## config.mk

```make
export PLATFORM = sky130hd
export DESIGN_NAME = operand_entry
export DESIGN_NICKNAME = d
export VERILOG_FILES = /design/src/rtl/calc_pkg.sv /design/src/rtl/dec_accum.sv /design/src/rtl/operand_entry.sv
export SDC_FILE = /design/constraint.sdc
export NUM_CORES = 1
export LEC_CHECK = 0
export BUFFER_PORTS_ARGS = -buffer_cell sky130_fd_sc_hd__buf_2
export CORE_ASPECT_RATIO = 1.2
export CORE_MARGIN = 5
export CORE_UTILIZATION = 46
export CTS_BUF_LIST = sky130_fd_sc_hd__clkbuf_16
export DETAILED_ROUTE_END_ITERATION = 8
export GPL_ROUTABILITY_DRIVEN = 0
export PLACE_DENSITY = 0.68
export SETUP_SLACK_MARGIN = 0.5
export SLEW_MARGIN = 5
export SYNTH_ARGS = -nofsm -noshare
export SYNTH_HDL_FRONTEND = slang
export SYNTH_SLANG_ARGS = --single-unit
```

## constraint.sdc

```tcl
create_clock -name clk -period 2.5 [get_ports clk]
set_input_delay 0 -clock clk [delete_from_list [all_inputs] [get_ports clk]]
set_output_delay 0 -clock clk [all_outputs]
set_load 0.01 [all_outputs]
```

## src/rtl/calc_pkg.sv

```systemverilog
`default_nettype none
// ============================================================================
// Module      : calc_pkg
// Description : Shared keypad code constants, entry FSM state encoding and
//               key classification helpers for the keypad calculator.
//               Imported by operand_entry and by the downstream calculator.
// Revision    : 1.0 - initial release
// ============================================================================
package calc_pkg;

    // Keypad codes: 0-9 are digits, the rest are command keys.
    localparam logic [3:0] KEY_A   = 4'd10;  // add
    localparam logic [3:0] KEY_B   = 4'd11;  // subtract
    localparam logic [3:0] KEY_C   = 4'd12;  // multiply
    localparam logic [3:0] KEY_D   = 4'd13;  // hold
    localparam logic [3:0] KEY_CLR = 4'd14;
    localparam logic [3:0] KEY_EQ  = 4'd15;

    // Width of each operand value as seen by the calculator.
    localparam int OPERAND_W = 7;

    // Operand entry FSM states; the encoding is visible on state_dbg.
    typedef enum logic [1:0] {
        ST_ENTER1 = 2'd0,
        ST_ENTER2 = 2'd1,
        ST_DONE   = 2'd2
    } entry_state_e;

    function automatic logic is_digit(input logic [3:0] k);
        return (k <= 4'd9);
    endfunction

    function automatic logic is_operator(input logic [3:0] k);
        return (k >= KEY_A) && (k <= KEY_D);
    endfunction

endpackage : calc_pkg
`default_nettype wire

```

## src/rtl/dec_accum.sv

```systemverilog
`default_nettype none
// ============================================================================
// Module      : dec_accum
// Description : Decimal operand accumulator. Holds a 7-bit binary value and
//               a count of decimal digits entered so far.
//   clk, rst   : clock / synchronous active-high reset
//   clear      : zero value and digit count (highest priority)
//   load       : start a fresh operand with digit as its first digit
//   accum      : append digit (value*10+digit) while count < MAX_DIGITS
//   digit      : decimal digit 0-9
//   value      : current operand value
//   has_digit  : at least one digit has been accepted
// Revision    : 1.0 - initial release
// ============================================================================
module dec_accum
    import calc_pkg::*;
#(
    parameter int MAX_DIGITS = 2
) (
    input  logic                 clk,
    input  logic                 rst,
    input  logic                 clear,
    input  logic                 load,
    input  logic                 accum,
    input  logic [3:0]           digit,
    output logic [OPERAND_W-1:0] value,
    output logic                 has_digit
);

    localparam int CNT_W = $clog2(MAX_DIGITS + 1);

    logic [OPERAND_W-1:0] value_q, value_d;
    logic [CNT_W-1:0]     count_q, count_d;

    always_comb begin
        value_d = value_q;
        count_d = count_q;
        if (clear) begin
            value_d = '0;
            count_d = '0;
        end else if (load) begin
            value_d = OPERAND_W'(digit);
            count_d = CNT_W'(1);
        end else if (accum && (count_q < CNT_W'(MAX_DIGITS))) begin
            // Multiply-add is carried at 8 bits and truncated back to the
            // operand width; a full digit count simply drops the new digit.
            value_d = OPERAND_W'(({1'b0, value_q} * 8'd10) + {4'b0000, digit});
            count_d = count_q + CNT_W'(1);
        end
    end

    always_ff @(posedge clk) begin
        if (rst) begin
            value_q <= '0;
            count_q <= '0;
        end else begin
            value_q <= value_d;
            count_q <= count_d;
        end
    end

    assign value     = value_q;
    assign has_digit = (count_q != '0);

endmodule : dec_accum
`default_nettype wire

```

## src/rtl/operand_entry.sv

```systemverilog
`default_nettype none
// ============================================================================
// Module      : operand_entry
// Description : Keypad operand entry for a two-operand calculator. Collects
//               in1, an operator and in2 from decoded key strobes and hands
//               the completed expression downstream when EQ is pressed.
//   clk, rst   : clock / synchronous active-high reset
//   key        : decoded key code (0-9 digit, 10-13 op, 14 CLR, 15 EQ)
//   key_valid  : one-cycle strobe qualifying key
//   in1, in2   : operands, binary
//   op         : latched operator code (10-13), 0 when none
//   commit     : one-cycle pulse on the cycle ready first rises
//   ready      : expression committed and stable
//   state_dbg  : FSM state encoding
// Revision    : 1.0 - initial release
// ============================================================================
module operand_entry
    import calc_pkg::*;
#(
    parameter int MAX_DIGITS = 2
) (
    input  logic       clk,
    input  logic       rst,
    input  logic [3:0] key,
    input  logic       key_valid,
    output logic [6:0] in1,
    output logic [6:0] in2,
    output logic [3:0] op,
    output logic       commit,
    output logic       ready,
    output logic [1:0] state_dbg
);

    entry_state_e state_q, state_d;
    logic [3:0]   op_q, op_d;
    logic         commit_q, commit_d;

    logic clr1, load1, acc1, has1;
    logic clr2, acc2, has2;

    always_comb begin
        state_d  = state_q;
        op_d     = op_q;
        commit_d = 1'b0;
        clr1     = 1'b0;
        load1    = 1'b0;
        acc1     = 1'b0;
        clr2     = 1'b0;
        acc2     = 1'b0;

        if (key_valid) begin
            if (key == KEY_CLR) begin
                clr1    = 1'b1;
                clr2    = 1'b1;
                op_d    = '0;
                state_d = ST_ENTER1;
            end else begin
                unique case (state_q)
                    ST_ENTER1: begin
                        if (is_digit(key)) begin
                            acc1 = 1'b1;
                        end else if (is_operator(key) && has1) begin
                            op_d    = key;
                            state_d = ST_ENTER2;
                        end
                    end
                    ST_ENTER2: begin
                        if (is_digit(key)) begin
                            acc2 = 1'b1;
                        end else if (is_operator(key)) begin
                            // Operator may be changed until in2 has started.
                            if (!has2) begin
                                op_d = key;
                            end
                        end else if ((key == KEY_EQ) && has2) begin
                            state_d  = ST_DONE;
                            commit_d = 1'b1;
                        end
                    end
                    ST_DONE: begin
                        // A digit starts a new expression; everything else
                        // leaves the committed result untouched.
                        if (is_digit(key)) begin
                            load1   = 1'b1;
                            clr2    = 1'b1;
                            op_d    = '0;
                            state_d = ST_ENTER1;
                        end
                    end
                    default: begin
                        state_d = ST_ENTER1;
                    end
                endcase
            end
        end
    end

    always_ff @(posedge clk) begin
        if (rst) begin
            state_q  <= ST_ENTER1;
            op_q     <= '0;
            commit_q <= 1'b0;
        end else begin
            state_q  <= state_d;
            op_q     <= op_d;
            commit_q <= commit_d;
        end
    end

    dec_accum #(
        .MAX_DIGITS (MAX_DIGITS)
    ) u_acc1 (
        .clk       (clk),
        .rst       (rst),
        .clear     (clr1),
        .load      (load1),
        .accum     (acc1),
        .digit     (key),
        .value     (in1),
        .has_digit (has1)
    );

    dec_accum #(
        .MAX_DIGITS (MAX_DIGITS)
    ) u_acc2 (
        .clk       (clk),
        .rst       (rst),
        .clear     (clr2),
        .load      (1'b0),
        .accum     (acc2),
        .digit     (key),
        .value     (in2),
        .has_digit (has2)
    );

    assign op        = op_q;
    assign commit    = commit_q;
    assign ready     = (state_q == ST_DONE);
    assign state_dbg = state_q;

endmodule : operand_entry
`default_nettype wire

```

== Word level (Yosys, flattened, before mapping) ==
Index checks and enable logic that the tools add are counted.

* $add $sub $neg: 4
* $mul: 2
* Divide/modulo/power cells: 0
* Order comparisons: 5
* Equality and inequality tests: 12
* Shifts and indexed selects: 0
* Muxes and demuxes: 35
* Bitwise operators: 2
* Reduce and logical (&&, ||, !) cells: 16

{| class="wikitable"
|+ Operator list
! cell !! number
|-
| $mux 4 || 9
|-
| $ne 3x3->1 const B || 7
|-
| $mux 1 || 17
|-
| $add 7x4->7 || 2
|-
| $mul 7x3->6 const B || 2
|-
| $mux 2 || 7
|-
| $pmux 4 s3 || 1
|-
| $eq 4x4->1 const B || 2
|-
| $le 4x4->1 const B || 2
|-
| $reduce_and 8->1 || 1
|-
| $reduce_and 7->1 || 1
|-
| $pmux 2 s3 || 1
|-
| $reduce_bool 2->1 || 3
|-
| $reduce_or 6->1 || 1
|-
| $logic_and 1x1->1 || 5
|-
| $add 2x1->2 const B || 2
|-
| $ge 4x4->1 const B || 1
|-
| $lt 2x2->1 const B || 2
|-
| $reduce_bool 4->1 || 1
|-
| $reduce_or 2->1 || 2
|-
| $ne 3x1->1 const B || 1
|-
| $reduce_or 3->1 || 1
|-
| $eq 2x1->1 const B || 1
|-
| $eq 2x2->1 const B || 1
|-
| 2 further kinds || 3
|}

* Bits in registers: 25
* Bits in latches: 0
* Bits in writable memories: 0
* Bits in read-only memories: 0
* Bits of input ports: 7
* Output and inout bits: 22
* Logic and storage cells: 85
* Memories kept: 0

== Depth between registers and ports, before layout ==
Gate-level depths: netlist (run 1).

* Depth after elaboration: 8
* Mapped depth: 8
* Gate-level depth less buffers: 8

== Cells and area by module ==
A second synthesis (run 1) with hierarchy kept.

* Cell total of the unflattened synthesis: 201
* Area, all modules: 1,809.2 um^2

{| class="wikitable"
|+ Modules (own cells, without submodules)
! module !! instances !! cells an instance !! area each (um^2) !! sequential area each (um^2)
|-
| dec_accum || 2 || 71 || 660.6 || 180.2
|-
| operand_entry || 1 || 59 || 488.0 || 140.1
|}

== Worst setup path before layout (run 1) ==
Ideal clock, no wire load.

* Kind: reg-to-reg
* Start: reg u_acc1.value_q[1] (netlist: u_acc1.value[1])
* End: reg u_acc1.value_q[6] (netlist: u_acc1.value[6])
* Library setup time: 0.086 ns
* Arrival: 1.862 ns
* Data required time: 2.414 ns
* Setup slack: 0.552 ns
* Cell stages (with the launch flop): 8
* Path buffers: 0
* Period minus slack after synthesis: 1.948 ns
* Cell sequence: dfxtp_1 -> ha_1 -> ha_1 -> inv_1 -> fa_1 -> nor3b_1 -> xnor2_1 -> a211oi_1

* Longest elaborated chain between the ends: 2

{| class="wikitable"
|+ Ends and longest elaborated chain
! element !! RTL line !! text
|-
| from (decl) || dec_accum.sv:32 || <nowiki>logic [OPERAND_W-1:0] value_q, value_d;</nowiki>
|-
| from (signal assigned) || dec_accum.sv:57 || <nowiki>value_q <= value_d;</nowiki>
|-
| $mul 7x3->6 || dec_accum.sv:47 || <nowiki>value_d = OPERAND_W'(({1'b0, value_q} * 8'd10) + {4'b0000, digit});</nowiki>
|-
| $add 7x4->7 || dec_accum.sv:47 ||
|}

No other way between the ends.
A chain may end at the register's enable or synchronous reset.

== Worst setup path in the final report (run 1) ==
Same ends and word-level chain as after synthesis.

==> flow_metrics.py, run 1 <==
metrics = {
    "final_layout": {
        "diodes": 0,
        "nets": 247,
        "area_growth_pct": 18.8,
        "postLayoutCellArea_um2": 1890,
        "post_route_cells_drive_above_1_share_pct": 20.5,
    },
    "clock_tree": {
        "path_clk_slew_ns": 0.07,
        "cts_buffers": 3,
        "cts_tree": "built",
        "h-tree-depth": 1,
        "clkSinkCount": 25,
        "post_cts_buffers": 0,
        "cts_buffer_depth": 2,
        "clk_latency_ns": 0.26,
        "cts-root-buf": "clkbuf_16",
    },
    "yosys": {
        "synth-seq-cells": 25,
        "synth.area.top_cells": "dfxtp_1 31%, ha_1 13%, xnor2_1 7.7%",
        "synth_edf_count": 0,
        "async_reset_ff_share_pct": 0,
        "yosysMostFrequentCell": "dfxtp_1",
        "yosys_warnings": 0,
        "syn_avg_cell_area_um2": 8.43,
        "syn_inst": 189,
        "syn_area_um2": 1590,
        "synth_common_cells": "25 x dfxtp_1, 20 x a21oi_1, 19 x inv_1, 19 x nand2_1, 16 x ha_1",
        "synth_top_area_share_pct": 31.4,
        "yosys_most_used_dff": "dfxtp_1",
        "yosysSeqAreaShare_pct": 31.4,
        "synth_nets": 216,
        "synth_area_leader_cell": "dfxtp_1",
        "ys_types": 38,
    },
    "grt": {
        "grt_overflow_total": 0,
        "grt_pass1_vias": 1357,
        "antenna_found_initial": 0,
        "grt_usage_pct": 16.1,
        "grt_pass1_wl_mm": 6.18,
        "grt_max_degree": 15,
    },
    "critical_path": {
        "crit_arrival_ns": 2.07,
        "crit_buf_inv": 1,
        "cpMostUsedCell": "ha_1",
        "timing.rr.start": "u_acc1.value[1]$_SDFFE_PP0P_",
        "r2r_setup_slack_ns": 0.55,
        "r2r_cells": 7,
        "max_stage_delay_ns": 0.44,
        "crit_fanout": 5,
        "crit_required_ns": 2.62,
        "critPathKind": "flop to flop",
        "path_delay_family": "adder cells",
        "cp-start-kind": "flop",
        "crit_path_end_kind": "flop",
        "path_cells": "ha_1 -> ha_1 -> inv_1 -> fa_1 -> nor3b_2 -> xnor2_1 -> a211oi_2",
        "slowest_stage": "fa_1",
        "r2r-end": "u_acc1.value[6]$_SDFFE_PP0P_",
    },
    "placed_design": {
        "dp_hpwl_mm": 2.71,
        "postPlaceCellArea_um2": 1760,
        "post-place-ws_ns": 0.480,
        "place.port_buffers": 28,
    },
    "route": {
        "viasPerCell": 5.54,
        "drtPass1Iterations": 4,
        "ant_nets": 0,
        "drc": 0,
        "vias": 1419,
        "drt_first_iter_violations": 40,
        "drt_wl_total_mm": 3.61,
        "wire_per_inst_um": 14.1,
    },
    "sta": {
        "max_freq_mhz": 513,
        "worst_slack_ns": 0.552,
        "rsz0062_at_grt": "true",
        "setup_viol": 0,
        "slew_violations": 0,
        "finalHoldViolCount": 0,
        "fin_crit_sh_pct": 77.9,
        "skew_ns": 0.00167,
        "max_slew_margin_pct": 52.1,
        "setup-tns-final_ns": 0,
        "hold_ws_ns": 0.0192,
        "worstMarginPinSlew_ns": 0.716,
        "min_period_ns": 1.95,
    },
    "die": {
        "die_w_um": 63.7,
        "row_count": 23,
        "core_um2": 3340,
        "die-height_um": 74.5,
        "boundaryPins": 29,
        "die-area_um2": 4740,
        "initial_core_util_pct": 47.7,
    },
    "power": {
        "p_comb_share_pct": 16.7,
        "leakage_nw": 0.800,
        "total_power_mw": 0.949,
        "seqPwrFrac_pct": 45.1,
        "clkPwrFrac_pct": 38.3,
        "sw_frac_of_total_pct": 26.6,
        "p_switching_mw": 0.253,
        "p_int_mw": 0.696,
        "ir_drop_mv": 0.405,
        "powerDensity_nw_per_um2": 502,
    },
    "hold_path": {
        "worstHoldStart": "key[0]",
        "hp-class": "input pin to flop",
        "holdPathStages": 3,
        "min_to": "u_acc2.value[0]$_SDFFE_PP0P_",
    },
    "run_status": {
        "outcome": "complete, no violations",
    },
    "flow_run": {
        "cap_violations": 0,
    },
}
==> worst register-to-register path, stage by stage, from the launching register on <==
cell      delay, ns
dfxtp_2        0.35
ha_1           0.29
ha_1           0.19
inv_1          0.06
fa_1           0.44
nor3b_2        0.22
xnor2_1        0.16
a211oi_2       0.09
==> worst max-delay path by stage <==
stage | startpoint | end | cells after the start
6_report | u_acc1.value[1]$_SDFFE_PP0P_ | u_acc1.value[6]$_SDFFE_PP0P_ | 7
3_5_place_dp | u_acc1.value[1]$_SDFFE_PP0P_ | u_acc1.value[6]$_SDFFE_PP0P_ | 7
5_1_grt | u_acc1.value[1]$_SDFFE_PP0P_ | u_acc1.value[6]$_SDFFE_PP0P_ | 7
4_1_cts | u_acc1.value[1]$_SDFFE_PP0P_ | u_acc1.value[6]$_SDFFE_PP0P_ | 7
3_3_place_gp | u_acc2.value[3]$_SDFFE_PP0P_ | u_acc2.value[6]$_SDFFE_PP0P_ | 7
2_1_floorplan | u_acc1.value[1]$_SDFFE_PP0P_ | u_acc1.value[6]$_SDFFE_PP0P_ | 7
==> through the flow <==
| step | cells | util (%) |
|---|---|---|
| floorplan | 189 | - |
| global placement | 251 | 52.8 |
| detailed placement | 251 | 52.8 |
| CTS | 256 | 55.8 |
| global route | 256 | 56.7 |
| finish | 256 | 56.7 |
==> area by class of cell <==
cell class	count	area (um2)
repair buffers	29	150
multi-input cells	142	1040
fillers	309	1450
well taps	37	46.3
clock buffers	3	75.1
flip-flops and latches	25	505
clock inverters	1	5.00
inverters	19	71.3
==> cells in the final DEF (no fill, tap or decap), types with 2 or more instances in the layout <==
master / n
nand3_1: 7
dfxtp_2: 4
nor2_1: 11
a22oi_1: 2
a31oi_1: 2
nand4_1: 2
nand3b_1: 2
fa_1: 3
xnor2_1: 13
nor3_1: 4
nor2b_1: 2
inv_1: 19
dfxtp_1: 21
ha_1: 16
a21oi_1: 20
buf_2: 28
clkbuf_16: 3
nor3b_2: 2
xor2_1: 2
or3_1: 2
o21ai_0: 8
a211oi_1: 3
nand2_1: 19
a21o_1: 3
==> sequential cells by signal, summed over array words and instances, names as in the netlist <==
signal / cells
op: 4
u_acc2.count_q: 2
u_acc2.value: 7
state_dbg: 2
u_acc1.count_q: 2
commit: 1
u_acc1.value: 7
==> kinds of logic (layout without fill, tap and decap cells) <==
kind of cell             Yosys count  count (layout)  share of synthesized area, %
adder cells (fa/ha/maj)           20              20                          17.6
buffers and inverters             22              52                          5.50
flip-flops                        25              25                          31.4
XOR/XNOR                          16              16                          8.80
AND/OR/NAND/NOR                   61              61                          19.8
AO/OA/AOI/OAI                     45              45                          16.9
==> metal layers <==
metal  share of wire (%)  GRT usage, %  vias up  routed length (um)
met2                  50          28.3       29                1820
met3                 4.4          3.17        8                 160
li1                    -             -      718                   -
met1                  43          19.6      664                1560
met4                 1.9          5.54        0                  69
met5                   0             0        -                   0
==> repair_timing <==
action                                  in CTS  in global routing
pin swaps                                    0                  4
hold buffers                                 1                  0
endpoints found under the setup margin       2                 14
gates resized for setup                      2                  9
hold endpoints to repair                     4                  0
==> power by group through the flow <==
stage	logic (mW)	clock network [mW]	registers (mW)
after global routing	0.179	0.386	0.430
after detailed placement	0.151	0	0.436
after CTS	0.155	0.368	0.427
after floorplan	0.101	0	0.438
after global placement	0.150	0	0.437
final	0.158	0.363	0.428
Power figures use the tool's default switching activity.
==> run 2: changes to the inputs <==
ABC_AREA = 1   (was default)
PLACE_DENSITY = 0.67   (was 0.68)
clock period = 1.9 ns   (was 2.5 ns; I/O delays follow)
==> flow_metrics.py, run 2 <==
metrics = {
    "die": {
        "initial_core_util_pct": 47.4,
        "core_um2": 3940,
        "die-area_um2": 5440,
        "die_w_um": 68.2,
        "row_count": 25,
        "boundaryPins": 29,
        "die-height_um": 79.8,
    },
    "grt": {
        "grt_pass1_vias": 1621,
        "grt_overflow_total": 0,
        "antenna_found_initial": 0,
        "grt_usage_pct": 16.8,
        "grt_pass1_wl_mm": 7.00,
        "grt_max_degree": 15,
    },
    "route": {
        "wl_met1_mm": 1.85,
        "wire_per_inst_um": 11.7,
        "drt_wl_total_mm": 4.17,
        "routed.top_layer": "met4",
        "drc": 0,
        "dr_wl_met2_mm": 2.08,
        "drt_first_iter_violations": 73,
        "viasPerCell": 4.85,
        "vias": 1731,
        "wl_met3_um": 172,
        "drtPass1Iterations": 4,
        "ant_nets": 0,
    },
    "yosys": {
        "syn_area_um2": 1870,
        "syn_avg_cell_area_um2": 7.24,
        "syn_inst": 258,
        "yosysMostFrequentCell": "nand2_1",
        "synth-seq-cells": 25,
        "synth_area_leader_cell": "dfxtp_1",
        "synth.area.top_cells": "dfxtp_1 27%, nand2_1 12%, ha_1 11%",
        "synth_edf_count": 0,
        "async_reset_ff_share_pct": 0,
        "synth_top_area_share_pct": 26.8,
        "synth_nets": 285,
        "yosys_most_used_dff": "dfxtp_1",
        "yosys_warnings": 0,
        "yosysSeqAreaShare_pct": 26.8,
        "ys_types": 24,
        "synth_common_cells": "58 x nand2_1, 38 x inv_1, 25 x dfxtp_1",
    },
    "final_layout": {
        "area_growth_pct": 34.4,
        "multi_input_area_um2": 1380,
        "postLayoutCellArea_um2": 2510,
        "ff_latch_area_um2": 536,
        "fillers": 356,
        "final_common_cell": "nand2_1",
        "nets": 331,
        "post_route_cells_drive_above_1_share_pct": 41.6,
        "layout_common_cells": "52 x nand2_1, 31 x inv_1, 28 x buf_2",
        "diodes": 0,
    },
    "power": {
        "p_int_mw": 1.04,
        "leakage_nw": 1.16,
        "p_comb_share_pct": 30.3,
        "p_switching_mw": 0.483,
        "sw_frac_of_total_pct": 31.7,
        "total_power_mw": 1.52,
        "clkPwrFrac_pct": 31.4,
        "powerDensity_nw_per_um2": 606,
        "ir_drop_mv": 0.429,
        "seqPwrFrac_pct": 38.3,
    },
    "critical_path": {
        "critPathKind": "flop to flop",
        "crit_arrival_ns": 1.99,
        "slowest_stage": "fa_1",
        "path_delay_family": "adder cells",
        "max_stage_delay_ns": 0.49,
        "path_cells": "ha_4 -> ha_4 -> inv_2 -> fa_1 -> nor2_2 -> nand4_1 -> nand3_1 -> nand3_2 -> nand2_1 -> inv_1",
        "cpMostUsedCell": "ha_4",
        "r2r_cells": 10,
        "crit_required_ns": 2.07,
        "crit_buf_inv": 2,
        "r2r_setup_slack_ns": 0.08,
        "r2r-end": "u_acc2.value[6]$_SDFFE_PP0P_",
        "crit_fanout": 2,
        "timing.rr.start": "u_acc2.value[1]$_SDFFE_PP0P_",
        "crit_path_end_kind": "flop",
        "cp-start-kind": "flop",
    },
    "sta": {
        "worstMarginPinSlew_ns": 0.261,
        "max_freq_mhz": 549,
        "setup_viol": 0,
        "slew_violations": 0,
        "min_period_ns": 1.82,
        "fin_crit_sh_pct": 95.9,
        "skew_ns": 0.00468,
        "max_slew_margin_pct": 82.6,
        "finalHoldViolCount": 0,
        "worst_slack_ns": 0.0785,
        "rsz0062_at_grt": "true",
    },
    "hold_path": {
        "holdPathStages": 3,
        "min_to": "u_acc1.value[0]$_SDFFE_PP0P_",
        "worstHoldStart": "key[0]",
        "hp-class": "input pin to flop",
    },
    "placed_design": {
        "post-place-ws_ns": 0.000624,
        "place.port_buffers": 28,
        "dp_hpwl_mm": 3.22,
        "postPlaceCellArea_um2": 2190,
    },
    "run_status": {
        "outcome": "complete, no violations",
    },
    "clock_tree": {
        "clk_latency_ns": 0.26,
        "cts_buffers": 3,
        "cts-root-buf": "clkbuf_16",
        "path_clk_slew_ns": 0.07,
        "h-tree-depth": 1,
        "cts_tree": "built",
        "clkSinkCount": 25,
        "cts_buffer_depth": 2,
        "cts_hold_buf": 0,
    },
    "flow_run": {
        "cap_violations": 0,
    },
}
[run 2: area by class of cell]
class	count	share of cell area, %
multi-input cells	188	55.1
flip-flops and latches	25	21.3
clock inverters	1	0.199
inverters	43	6.43
well taps	54	2.69
repair buffers	43	11.2
clock buffers	3	2.99
[run 2: cells by family after synthesis]
family,synth area share (%)
flip-flops,26.8
XOR/XNOR,6.10
buffers and inverters,9.85
adder cells (fa/ha/maj),15.0
AND/OR/NAND/NOR,31.7
AO/OA/AOI/OAI,10.5
[run 2: routing by layer]
layer	vias up	GRT usage, %
li1	902	-
met1	795	20.9
met2	27	28.8
met3	7	2.96
met4	0	4.77
met5	-	0
[run 2: power groups by stage]
| stage | sequential (mW) | combinational, mW | clock [mW] |
|---|---|---|---|
| floorplan | 0.612 | 0.279 | 0 |
| global placement | 0.599 | 0.392 | 0 |
| detailed placement | 0.600 | 0.395 | 0 |
| CTS | 0.583 | 0.426 | 0.493 |
| global route | 0.589 | 0.518 | 0.508 |
| finish | 0.583 | 0.461 | 0.478 |
[run 2: metrics by stage]
| step | std cells | hold WS (ns) | utilization [%] | setup TNS (ns) |
|---|---|---|---|---|
| detailed placement | 339 | 0.299 | 55.7 | 0 |
| floorplan | 258 | 0.136 | - | 0 |
| CTS | 354 | 0.0240 | 61.0 | 0 |
| global placement | 339 | 0.304 | 55.7 | 0 |
| global route | 357 | 0.0356 | 63.7 | -0.0482 |
| finish | 357 | 0.0252 | 63.7 | 0 |
[run 2: worst max-delay path by stage]
| stage | start | cells after the start | end |
|---|---|---|---|
| 6_report | u_acc2.value[1]$_SDFFE_PP0P_ | 10 | u_acc2.value[6]$_SDFFE_PP0P_ |
| 5_1_grt | u_acc2.value[1]$_SDFFE_PP0P_ | 11 | u_acc2.value[6]$_SDFFE_PP0P_ |
| 4_1_cts | u_acc2.value[1]$_SDFFE_PP0P_ | 10 | u_acc2.value[6]$_SDFFE_PP0P_ |
| 3_5_place_dp | u_acc2.value[3]$_SDFFE_PP0P_ | 10 | u_acc2.value[6]$_SDFFE_PP0P_ |
| 3_3_place_gp | u_acc2.value[3]$_SDFFE_PP0P_ | 10 | u_acc2.value[6]$_SDFFE_PP0P_ |
| 2_1_floorplan | u_acc2.value[3]$_SDFFE_PP0P_ | 10 | u_acc2.value[6]$_SDFFE_PP0P_ |
[run 2: tightest hold or removal path, delay by kind of cell]
kind	cells	cell delay, ns
buffers and inverters	1	0.13
and+or+nand+nor	1	0.07
AOI/OAI and AO/OA	1	0.05
[run 2: what timing repair did]
item / CTS / global route
gates resized for setup: 6 / 26
setup buffers: 11 / 3
endpoints found under the setup margin: 12 / 24
pin swaps: 14 / 21
